$ cat src/rtl/fifo_wptr_ctrl.sv
// fifo_wptr_ctrl: write-side pointer, flag and fill-level controller for a dual-pointer FIFO
module fifo_wptr_ctrl #(
    parameter int ADDR_W    = 3,
    parameter int AFULL_THR = 6
) (
    input  logic              clk,
    input  logic              rst,
    input  logic              winc,
    input  logic              clr_ovf,
    input  logic [ADDR_W:0]   rq2_rptr_gray,
    output logic              wen,
    output logic [ADDR_W-1:0] waddr,
    output logic [ADDR_W:0]   wptr_gray,
    output logic              wfull,
    output logic              walmost_full,
    output logic [ADDR_W:0]   wlevel,
    output logic              woverflow,
    output logic [1:0]        wstate
);
    localparam int DEPTH = 1 << ADDR_W;

    typedef enum logic [1:0] {IDLE = 2'b00, FILL = 2'b01, AFULL = 2'b10, FULL = 2'b11} state_t;

    logic [ADDR_W:0] wbin, wbin_nxt, rbin, lvl_nxt;
    state_t          state, state_nxt;

    // Gray-to-binary: each binary bit is the XOR of all Gray bits at or above it
    always_comb begin
        rbin = '0;
        for (int i = 0; i <= ADDR_W; i++) rbin[i] = ^(rq2_rptr_gray >> i);
    end

    assign wen      = winc & ~wfull & ~rst;
    assign wbin_nxt = wbin + (ADDR_W+1)'(wen);
    assign lvl_nxt  = wbin_nxt - rbin;
    assign waddr    = wbin[ADDR_W-1:0];
    assign wstate   = state;

    // Fill-state decode from the occupancy the next edge will register
    always_comb begin
        state_nxt = lvl_nxt == '0 ? IDLE :
                    lvl_nxt < (ADDR_W+1)'(AFULL_THR) ? FILL :
                    lvl_nxt < (ADDR_W+1)'(DEPTH) ? AFULL : FULL;
    end

    // Pointer, flag, level and fill-state registers
    always_ff @(posedge clk) begin
        if (rst) begin
            wbin         <= '0;
            wptr_gray    <= '0;
            wfull        <= 1'b0;
            walmost_full <= 1'b0;
            wlevel       <= '0;
            woverflow    <= 1'b0;
            state        <= IDLE;
        end else begin
            wbin         <= wbin_nxt;
            wptr_gray    <= wbin_nxt ^ (wbin_nxt >> 1);
            wfull        <= lvl_nxt >= (ADDR_W+1)'(DEPTH);
            walmost_full <= lvl_nxt >= (ADDR_W+1)'(AFULL_THR);
            wlevel       <= lvl_nxt;
            woverflow    <= (winc & wfull) | (woverflow & ~clr_ovf);
            state        <= state_nxt;
        end
    end
endmodule
$ cat config.mk
export PLATFORM = sky130hd
export DESIGN_NAME = fifo_wptr_ctrl
export DESIGN_NICKNAME = d
export VERILOG_FILES = /design/src/rtl/fifo_wptr_ctrl.sv
export SDC_FILE = /design/constraint.sdc
export NUM_CORES = 1
export LEC_CHECK = 0
export ABC_AREA = 1
export BUFFER_PORTS_ARGS = -buffer_cell sky130_fd_sc_hd__buf_2
export CORE_MARGIN = 3
export CORE_UTILIZATION = 43
export CTS_CLUSTER_DIAMETER = 60
export DETAILED_ROUTE_END_ITERATION = 10
export PLACE_DENSITY = 0.68
export SYNTH_ARGS = -nofsm -noshare
export SYNTH_HDL_FRONTEND = slang
export SYNTH_SLANG_ARGS = --single-unit
$ cat constraint.sdc
create_clock -name clk -period 1.94 [get_ports clk]
set_input_delay 0 -clock clk [delete_from_list [all_inputs] [get_ports clk]]
set_output_delay 0 -clock clk [all_outputs]
set_load 0.02 [all_outputs]
==> impl_metrics.py <==
metrics = {
    "run_status": {
        "run_status": "completed",
    },
    "floorplan": {
        "io_pins": 25,
        "start_util_pct": 48.0,
        "fp.dieW_um": 48.2,
        "die_area_mm2": 0.00232,
        "fp-row-count": 14,
        "die_h_um": 48.2,
        "core_region_area_mm2": 0.00159,
    },
    "worst_setup_path": {
        "worstSetupPathType": "reg2reg",
        "crit_path_max_fanout": 3,
        "cp-start-kind": "register",
        "reg2reg_depth": 13,
        "arrival_ns": 2.07,
        "worstReg2RegEnd": "wstate[0]",
        "worstPathRequired_ns": 2.11,
        "r2r_setup_slack_ns": 0.05,
        "end_kind": "register",
        "worst_r2r_startpoint": "wfull",
    },
    "hold_path": {
        "min_from": "rst",
        "hold_depth": 3,
        "min_to": "wlevel[1]",
        "hold_path.class": "in2reg",
    },
    "power": {
        "swShare_pct": 33.2,
        "combPwrFrac_pct": 34.4,
        "power_uw": 795,
        "powerDensity_mw_per_mm2": 754,
        "seqPwrFrac_pct": 44.3,
        "p_clk_share_pct": 21.3,
        "ir_worst_vdd_mv": 0.340,
        "p_int_uw": 531,
        "leakage_uw": 0.000575,
        "p_sw_uw": 264,
    },
    "cells_and_area": {
        "layout_common_cells": "buf_2 (24), nand2_1 (22), dfxtp_1 (14)",
        "layout_commonest_cell": "buf_2",
        "syn2layout_area_growth_pct": 37.6,
        "final_nets": 149,
        "drive_gt1_share_pct": 46.3,
        "diodes": 0,
        "fin_util_pct": 66.1,
        "postLayoutCellArea_mm2": 0.00105,
        "fillers": 150,
    },
    "clocking": {
        "clkTransAtPathRegs_ns": 0.08,
        "cts_tree": "done",
        "root_buffer": "clkbuf_4",
        "clock_path_buffers": 2,
        "cts_sinks": 15,
        "clk_latency_ns": 0.27,
        "cts_max_level": 1,
        "cts_buffers": 3,
    },
    "timing": {
        "relSlewSlack_pct": 88.5,
        "max_freq_mhz": 528,
        "setup_viol": 0,
        "grt_setup_unrepaired": "true",
        "skew_ns": 0.000277,
        "tightest_slew_ns": 0.173,
        "maxSlewViolCount": 0,
        "hold_viol_final": 0,
        "period_needed_ns": 1.89,
        "period_share_pct": 97.6,
    },
    "synth": {
        "syn_nets": 116,
        "ys_ff_latch": 15,
        "synth_area_um2": 766,
        "ys_warn_count": 0,
        "avgSynthCellArea_um2": 7.36,
        "netlist_instances": 104,
        "synth.distinct_cells": 18,
        "seq_area_frac_synth_pct": 39.2,
    },
    "global_route": {
        "grt_overflow": 0,
        "antenna_found_initial": 0,
        "grt_pass1_vias": 647,
        "grt_usage_pct": 15.0,
        "grt_pass1_wl_um": 2460,
        "grt_max_degree": 10,
    },
    "job": {
        "maxCapViolations": 0,
    },
    "place": {
        "place_area_um2": 962,
        "io_buffers": 24,
        "place_hpwl_um": 1350,
        "gp_congestion": 0.864,
    },
    "routing": {
        "drt_pre_antenna_iters": 4,
        "drc": 0,
        "wirelength_um": 1610,
        "vias": 704,
        "antenna_left": 0,
        "vias_per_cell": 4.40,
        "drtIter0Drc": 7,
        "wl_per_cell_um": 10.1,
    },
}
kinds of logic after synthesis:
group | after synthesis | share of synthesized area (%)
adder cells (fa/ha/maj) | 4 | 6.54
AO/OA/AOI/OAI | 7 | 4.57
AND/OR/NAND/NOR | 55 | 35.0
buffers and inverters | 20 | 11.3
flip-flops | 15 | 39.2
XOR/XNOR | 3 | 3.43
worst max-delay path: stages (launching register included):
cell      delay, ns
dfxtp_4        0.35
nor3b_4        0.17
ha_2           0.23
ha_4           0.22
inv_4          0.07
nand3_4        0.06
nand2_2        0.07
inv_2          0.04
ha_4           0.21
inv_2          0.05
nand2_1        0.04
nand3b_1       0.15
nand3_1        0.09
nand2_1        0.05
layer usage:
metal / vias up / wire length, um / track usage, %
met5: - / 0 / 0
met4: 0 / 0 / 6.45
met1: 302 / 699 / 18.3
met3: 0 / 70 / 1.11
li1: 384 / - / -
met2: 18 / 839 / 26.8
synth_stat cells:
cell,number,area share (%)
o21ai_0,2,1.3
ha_1,4,6.5
a21oi_1,5,3.3
buf_4,1,0.98
nand3b_1,1,0.98
nand2_1,25,12
nor3b_1,1,0.98
xnor2_1,1,1.1
nand3_1,8,5.2
nand3_2,3,3.9
dfxtp_1,15,39
nand2_2,9,7.4
nor2_2,1,0.82
xor2_1,2,2.3
nor2_1,7,3.4
inv_2,2,0.98
inv_1,16,7.8
buf_6,1,1.5
power by group through the flow:
stage	clock, uW	combinational (uW)	sequential, uW
2_1_floorplan	0	142	406
3_3_place_gp	0	250	359
3_5_place_dp	0	256	361
4_1_cts	175	268	352
5_1_grt	187	306	357
6_report	169	274	352
through the flow:
step	hold slack [ns]	setup WS (ns)	TNS, ns	instances
6_report	0.0984	0.0468	0	160
5_1_grt	0.107	-0.0581	-0.105	160
4_1_cts	0.0881	0.00255	0	160
3_5_place_dp	0.265	-0.00645	-0.0163	152
3_3_place_gp	0.250	0.0424	0	152
2_1_floorplan	0.147	-0.107	-0.264	104
final cells by class:
cell class	instances	area, um^2	area share (%)
well taps	24	30.0	2.85
clock buffers	4	26.3	2.49
multi-input cells	69	453	43.0
flip-flops and latches	15	304	28.9
repair buffers	30	170	16.2
inverters	18	70.1	6.65
how the worst max path moves through the flow:
stage / slack, ns / startpoint / cells after the start / endpoint
6_report: 0.05 / wfull / 13 / wstate[0]
5_1_grt: -0.06 / wfull / 13 / wstate[0]
4_1_cts: 0.003 / wfull / 13 / wstate[0]
3_5_place_dp: -0.006 / wfull / 14 / wstate[1]
3_3_place_gp: 0.04 / wfull / 14 / wstate[0]
2_1_floorplan: -0.11 / wfull / 13 / wstate[0]
flip-flops by register name (all words and copies together) (netlist names):
name          flops
wstate            2
walmost_full      1
wbin              3
wptr_gray         4
wlevel            3
wfull             1
woverflow         1
repair_timing:
item / CTS / global route
pin swaps: 2 / 5
buffers inserted: 2 / 0
setup endpoints to repair: 3 / 4
endpoints found under the hold margin: 1 / 0
resized for setup: 2 / 6
hold buffers: 2 / 0
(Power assumes the default switching activity.)
